<file path="config.mk">
export PLATFORM = sky130hd
export DESIGN_NAME = card_dealer
export DESIGN_NICKNAME = d
export VERILOG_FILES = /design/src/rtl/card_dealer.sv
export SDC_FILE = /design/constraint.sdc
export NUM_CORES = 1
export LEC_CHECK = 0
export CORE_AREA = 2 2 91 93
export CTS_BUF_LIST = sky130_fd_sc_hd__clkbuf_16
export DETAILED_ROUTE_END_ITERATION = 7
export DIE_AREA = 0 0 93 95
export PLACE_DENSITY = 0.74
export SYNTH_ARGS = -nofsm -noshare
export SYNTH_HDL_FRONTEND = slang
export SYNTH_SLANG_ARGS = --single-unit
</file>
<file path="constraint.sdc">
create_clock -name clock -period 3.5 [get_ports clock]
set_clock_uncertainty 0.1 [all_clocks]
set_input_delay 0.7 -clock clock [delete_from_list [all_inputs] [get_ports clock]]
set_output_delay 0.7 -clock clock [all_outputs]
set_load 0.005 [all_outputs]
</file>
<file path="src/rtl/card_dealer.sv">
// Dealer half of the blackjack card handshake: draws cards without replacement
// from a NUM_DECKS shoe and presents each card under a four-phase card_rdy/request_card handshake.
module card_dealer #(
    parameter int          NUM_DECKS = 1,
    parameter logic [15:0] SEED      = 16'hACE1,
    localparam int         CLW       = $clog2(52 * NUM_DECKS + 1)
) (
    input  logic           clock,
    input  logic           reset,
    input  logic           request_card,
    output logic           card_rdy,
    output logic [3:0]     card_value,
    input  logic           shuffle_req,
    input  logic           force_en,
    input  logic [3:0]     force_value,
    output logic [CLW-1:0] cards_left,
    output logic           shuffled
);

    localparam int CW = $clog2(4 * NUM_DECKS + 1);
    localparam logic [CW-1:0]  RANK_FULL = CW'(4 * NUM_DECKS);
    localparam logic [CLW-1:0] SHOE_FULL = CLW'(52 * NUM_DECKS);
    localparam logic [15:0]    SEED_EFF  = (SEED == 16'h0000) ? 16'hACE1 : SEED;

    typedef enum logic [2:0] {
        IDLE,
        SHUFFLE,
        DRAW,
        PRESENT,
        RELEASE
    } state_t;

    state_t           r_state;
    state_t           w_next;
    logic [15:0]      r_lfsr;
    logic [15:0]      w_lfsr_next;
    logic [3:0]       r_rank;
    logic [3:0]       w_start_rank;
    logic [3:0]       w_rank_idx;
    logic [3:0]       w_rank_value;
    logic [3:0]       w_force_clamped;
    logic             w_rank_avail;
    logic [CW-1:0]    r_count [0:12];
    logic [CLW-1:0]   r_cards_left;
    logic [3:0]       r_card_value;
    logic             r_shuffled;

    // Fibonacci LFSR, taps 16,14,13,11; the low nibble seeds the start rank of a draw.
    assign w_lfsr_next     = {r_lfsr[14:0], r_lfsr[15] ^ r_lfsr[13] ^ r_lfsr[12] ^ r_lfsr[10]};
    assign w_start_rank    = ((r_lfsr[3:0] >= 4'd13) ? (r_lfsr[3:0] - 4'd13) : r_lfsr[3:0]) + 4'd1;
    assign w_rank_idx      = r_rank - 4'd1;
    assign w_rank_avail    = (r_count[w_rank_idx] != '0);
    assign w_rank_value    = (r_rank > 4'd10) ? 4'd10 : r_rank;
    assign w_force_clamped = ((force_value == 4'd0) || (force_value > 4'd10)) ? 4'd10 : force_value;

    always_ff @(posedge clock) begin
        if (reset) begin
            r_state <= IDLE;
        end else begin
            r_state <= w_next;
        end
    end

    always_comb begin
        w_next = r_state;
        case (r_state)
            IDLE: begin
                if (shuffle_req) begin
                    w_next = SHUFFLE;
                end else if (request_card && (r_cards_left == '0)) begin
                    w_next = SHUFFLE;
                end else if (request_card) begin
                    w_next = DRAW;
                end
            end
            SHUFFLE: w_next = IDLE;
            DRAW: begin
                if (force_en || w_rank_avail) begin
                    w_next = PRESENT;
                end
            end
            PRESENT: begin
                if (!request_card) begin
                    w_next = RELEASE;
                end
            end
            RELEASE: w_next = IDLE;
            default: w_next = IDLE;
        endcase
    end

    // Shoe is refilled on the edge that enters SHUFFLE, so the SHUFFLE cycle already shows a full shoe.
    always_ff @(posedge clock) begin
        if (reset) begin
            r_lfsr       <= SEED_EFF;
            r_rank       <= 4'd1;
            r_cards_left <= SHOE_FULL;
            r_card_value <= 4'd0;
            r_shuffled   <= 1'b0;
            for (int i = 0; i < 13; i++) begin
                r_count[i] <= RANK_FULL;
            end
        end else begin
            r_lfsr     <= w_lfsr_next;
            r_shuffled <= (w_next == SHUFFLE);
            if (w_next == SHUFFLE) begin
                r_cards_left <= SHOE_FULL;
                for (int i = 0; i < 13; i++) begin
                    r_count[i] <= RANK_FULL;
                end
            end
            case (r_state)
                IDLE: begin
                    if (w_next == DRAW) begin
                        r_rank <= w_start_rank;
                    end
                end
                DRAW: begin
                    if (force_en) begin
                        r_card_value <= w_force_clamped;
                    end else if (w_rank_avail) begin
                        r_card_value         <= w_rank_value;
                        r_count[w_rank_idx]  <= r_count[w_rank_idx] - 1'b1;
                        if (r_cards_left != '0) begin
                            r_cards_left <= r_cards_left - 1'b1;
                        end
                    end else begin
                        r_rank <= (r_rank >= 4'd13) ? 4'd1 : (r_rank + 4'd1);
                    end
                end
                default: ;
            endcase
        end
    end

    assign card_rdy   = (r_state == PRESENT);
    assign card_value = r_card_value;
    assign cards_left = r_cards_left;
    assign shuffled   = r_shuffled;

endmodule

</file>
==> results.yml <==
detailed_routing:
  wl_per_cell_um: 17.3
  firstDrtPassIters: 5
  via_per_inst: 5.84
  drt_iter0_drc: 161
  ant_nets: 0
  routed_wl_mm: 8.91
  vias: 3000
  drc_errors: 0
timing:
  report.final.slew_viol_count: 0
  min_period_over_period_pct: 94.7
  period_minus_slack_ns: 3.31
  final-setup-viol-count: 0
  setup_tns_ns: 0
  fmaxAchievable_ghz: 0.302
  tightest_slew_ns: 0.621
  hold_violations: 0
  rsz0062_at_grt: "no"
  fin_ws_ns: 0.187
  maxSlewHeadroom_pct: 58.2
floorplanning:
  die_area_um2: 8840
  core_um2: 7930
  die_width_um: 93
  rows: 33
  ios: 21
  initial_core_util_pct: 52.2
  die_h_um: 95
clocking:
  cts_tree: "done"
  cts_made_buffers: 9
  hold_buffers: 0
  cts.reportedPaths.clkPinSlew_ns: 0.06
  root_buffer: "clkbuf_16"
  clock_latency_ns: 0.33
  clock_sinks: 82
  h-tree-depth: 3
  cts_buffer_depth: 2
pwr:
  power_leakage_nw: 1.80
  peakVddDrop_uv: 267
  p_per_area_nw_per_um2: 546
  power.total_mw: 2.67
setup_path:
  ff2ff_path_depth: 11
  cp-start-kind: "flip-flop"
  r2r-end: "card_value[3]"
  worstSetupPathType: "reg2reg"
  cp.arrival_ns: 3.42
  rrSetupSlack_ns: 0.19
  cp_data_required_time_ns: 3.61
  crit_fanout: 13
  end_kind: "flip-flop"
  rr_startpoint: "r_rank[1]"
placement:
  pre_cts_ws_ns: 0.220
  place_congestion: 0.912
  io_buffers: 20
  post_dp_cell_area_um2: 4530
  hpwl_mm: 6.08
status:
  status: "finished, final reports clean"
global_route:
  grt_pass1_vias: 2864
  grt_pass1_wl_mm: 14.4
  track_usage_pct: 21.5
  grt_max_degree: 35
  grt_antenna_before_repair: 0
  grt_overflow: 0
yosys:
  synth_warnings: 0
  synth-seq-cells: 82
  synth_most_common_cell: "edfxtp_1"
  synth_nets: 397
  synthTopCellsByCount: "edfxtp_1 (48), nor2_1 (40), dfxtp_1 (34), nand2_1 (29), nand3_1 (22)"
  netlist_top_cells_area: "edfxtp_1 (35%), dfxtp_1 (16%), mux4_2 (7.1%)"
  synth_top_area_share_pct: 34.8
  synthesis.area_um2: 4140
  ys_types: 50
  synthCells: 374
  async_flop_share_pct: 0
  syn_avg_cell_area_um2: 11.1
  synth_top_area_cell: "edfxtp_1"
  synth_edf_count: 48
  synth_sequential_area_ratio_pct: 51.3
  ys.flop_type: "edfxtp_1"
hold_path:
  hold_end: "r_lfsr[15]"
  whs_path_depth: 1
  holdCritStartpoint: "r_lfsr[14]"
  min_path_type: "reg2reg"
finish:
  nets: 427
  utilization_pct: 61.7
  drive_gt1_share_pct: 18.3
  final_area_um2: 4890
  diodes: 0
  n_fill_cell: 639
  area_growth_pct: 18.3
job:
  max_cap_viol_count: 0
## logic make-up (layout without fill, tap and decap cells)
logic type,Yosys count,after routing,synth area share [%]
compound gates,52,52,9.52
buf+inv,35,70,3.72
flops,82,82,51.3
xor+xnor,9,9,2.09
mux,20,20,9.31
fa+ha+maj,14,14,4.23
simple gates,162,162,19.9
## through the flow
step	std cells	hold WS, ns
floorplan	374	0.289
global placement	498	0.295
detailed placement	498	0.294
CTS	514	0.308
global route	514	0.331
finish	514	0.307
## routing by layer
layer  track usage (%)  up-vias  share of wire, %
met5                 0        -                 0
met4              8.21        0               1.2
met3              4.39       13               5.5
met2              34.8      110                49
met1              28.7     1461                44
li1                  -     1416                 -
## cells in the final DEF, fill, tap and decap left out, drive strengths merged, types with 4 or more instances in the layout
cell type      instances
mux4                  14
buf                   17
xnor2                  4
nor3b                  5
nand2                 29
nand2b                17
nor3                  10
dfxtp                 34
nor4                   8
o21ai                 11
nor2b                 16
xor2                   5
clkbuf                13
ha                    14
nor2                  40
nand3                 22
a31o                   4
o211ai                 4
clkdlybuf4s50         20
mux2i                  4
a21oi                  8
edfxtp                48
or2                    8
inv                   19
## layout make-up
cell class / instances / area (um2) / share of cell area (%)
flip-flops and latches: 82 / 2120 / 43.4
multi-input cells: 257 / 1900 / 38.9
repair buffers: 37 / 328 / 6.70
clock buffers: 13 / 325 / 6.65
well taps: 105 / 131 / 2.68
inverters: 17 / 63.8 / 1.30
clock inverters: 3 / 20.0 / 0.409
## worst max-delay path by stage
stage	from	to	slack [ns]	depth (start not counted)
after detailed placement	r_rank[1]	r_count[3][1]	0.22	10
after floorplan	r_rank[0]	r_rank[0]	0.04	14
after global placement	r_rank[0]	card_value[3]	0.30	11
final	r_rank[1]	card_value[3]	0.19	11
after global routing	r_rank[0]	card_value[3]	0.01	11
after CTS	r_rank[1]	r_count[8][2]	0.18	10
## worst max-delay path, stage by stage (launching register included)
cell and delay [ns]:
dfxtp_1 0.44, inv_1 0.12, ha_4 0.40, mux4_2 0.38, mux4_2 0.48, inv_1 0.13
ha_4 0.19, nor2b_1 0.18, o21ai_0 0.12, o22ai_2 0.27, nand2b_1 0.27, o41ai_1 0.11
## power by group
| group | leakage (nW) | total [mW] | switching [mW] | internal, mW |
|---|---|---|---|---|
| combinational | 0.894 | 0.522 | 0.304 | 0.219 |
| sequential | 0.734 | 1.12 | 0.0312 | 1.09 |
| clock | 0.169 | 1.03 | 0.380 | 0.654 |
| total | 1.80 | 2.67 | 0.715 | 1.96 |
## state kept, by name (all words and copies together) (netlist names)
| signal | count |
|---|---|
| shuffled | 1 |
| cards_left | 6 |
| r_count | 48 |
| r_lfsr | 16 |
| r_state | 3 |
| r_rank | 4 |
| card_value | 4 |
## repair_timing
| item | CTS | global route |
|---|---|---|
| buffers inserted | 0 | 0 |
| resized for setup | 0 | 3 |
| hold endpoints to repair | 0 | 0 |
| endpoints found under the setup margin | 0 | 24 |
No activity file was read; power rests on OpenSTA's default activity.
==> RTL change: new RTL, same settings <==
Encoding of `state_t`: now Gray code (3 bits for 5 states).
--- a/src/rtl/card_dealer.sv
+++ b/src/rtl/card_dealer.sv
@@ -23,11 +23,11 @@
     localparam logic [15:0]    SEED_EFF  = (SEED == 16'h0000) ? 16'hACE1 : SEED;
 
     typedef enum logic [2:0] {
-        IDLE,
-        SHUFFLE,
-        DRAW,
-        PRESENT,
-        RELEASE
+        IDLE    = 3'b000,
+        SHUFFLE = 3'b001,
+        DRAW    = 3'b011,
+        PRESENT = 3'b010,
+        RELEASE = 3'b110
     } state_t;
 
     state_t           r_state;
Behaviour: same outputs for any inputs over 10 cycles, from zero or initial values and one cycle with reset high; not proved beyond that.
==> RTL change against the unedited design <==
Non-clock buffer count shrank 5; sequential cell count is the same; setup slack gained 21 ps; via count grew 1.0%; largest power group unchanged; total power is essentially flat; cell area shrank 0.18%; area after synthesis shrank 0.39%; routed wire length shrank 0.92%.
==> RTL change: results (changes against the unedited design) <==
XOR/XNOR Fraction of Synth Area: 2.09% (+0.0082 points)
Worst vdd ir: 274 uV (+2.8%)
Critical-path maximum fanout: 15 (+2)
Met1 global-route usage: 28.1% (-0.61 points)
Delay-heaviest family, CP: adder cells
Wire length on met1: 3900 um (-1.1%)
Fin nets: 432 (+1.2%)
Syn_nets: 408 (+2.8%)
Post-place instance area: 0.00452 sq mm (-0.41%)
DR vias/cell: 5.84 (about the same)
Max transition margin: 61.2% (+3.0 points)
Hpwl dp: 6020 um (-1.0%)
Grt met3 use: 5.19% (+0.80 points)
Outcome: finished clean
P_leak: 0.00178 uW (-1.0%)
Vias in the first global route: 2,987 (+4.3%)
Layout Cells excl Fill: 519 (+0.97%)
Routed WL per cell: 17.0 um (-1.9%)
Layout cell share with drive strength beyond 1: 16.7% (-1.7 points)
Reg-to-reg slack, setup: 210 ps (+20 ps)
Largest stage delay, worst path: 400 ps (-80 ps)
GRT met2 Usage: 35.0% (+0.18 points)
Syn_area_per_cell: 10.7 sq um (-3.2%)
Post-synth top cells: 48 x edfxtp_1, 47 x nor2_1, 38 x nand2_1
1st-iter DRT viols: 193 (+20%)
Placer Congestion: 0.936 (+2.7%)
Mux contribution to synthesized area: 6.98% (-2.3 points)
Cell variety after synth: 57 (+14%)
Seq/Total Area, Yosys: 51.5% (+0.20 points)
Met2 wire length: 4330 um (-0.92%)
Post-Synth Adder-Cell Area: 4.25% (+0.017 points)
Crit path capture: r_count[0][1]$_SDFFCE_PN0P_
Final period util: 94.1% (-0.59 points)
## RTL change: cell types whose count changed in the layout (fill, tap and decap cells not counted), sizes merged, moves of 7 or more
cell	change
nor4	-7
nand2	+9
nand3	-7
nor2	+7
a21oi	+9
nand4	+12
nand2b	-13
nor2b	-10
## RTL change: worst min-delay path by stage
stage	from	to	slack, ps
after floorplan	r_lfsr[9]$_SDFF_PP0_	r_lfsr[10]$_SDFF_PP1_	290
after global placement	r_lfsr[14]$_SDFF_PP0_	r_lfsr[15]$_SDFF_PP1_	290
after detailed placement	r_lfsr[4]$_SDFF_PP0_	r_lfsr[5]$_SDFF_PP1_	300
after CTS	r_lfsr[9]$_SDFF_PP0_	r_lfsr[10]$_SDFF_PP1_	310
after global routing	r_lfsr[6]$_SDFF_PP1_	r_lfsr[7]$_SDFF_PP1_	330
final	r_lfsr[9]$_SDFF_PP0_	r_lfsr[10]$_SDFF_PP1_	310
## RTL change: report_power, final
part	switching (uW)	internal, uW	total [uW]
Clock	399	647	1050
Sequential	31.1	1100	1130
Combinational	311	188	499
Total	741	1930	2670
## RTL change: final cells by class
cell class | instances | area [sq um]
inverters | 18 | 67.6
multi-input cells | 266 | 1910
flip-flops and latches | 82 | 2120
fillers | 648 | 3040
repair buffers | 32 | 315
well taps | 105 | 131
clock inverters | 5 | 62.6
clock buffers | 11 | 275
## RTL change: worst register-to-register path, stage by stage, from the launching register on
cell and delay, ps:
dfxtp_1 350, inv_1 140, ha_4 400, buf_4 170
mux4_2 320, nand2_1 90, nand2_1 50, a21oi_1 210
ha_2 270, inv_2 70, nor2_1 170, o211a_1 230
o32ai_4 110, buf_12 180, nand2_1 130
## RTL change: timing repair
action,in CTS,in global routing
resized for setup,0,3
pin swaps,1,0
buffers inserted,1,0
hold endpoints to repair,0,0
endpoints found under the setup margin,9,35
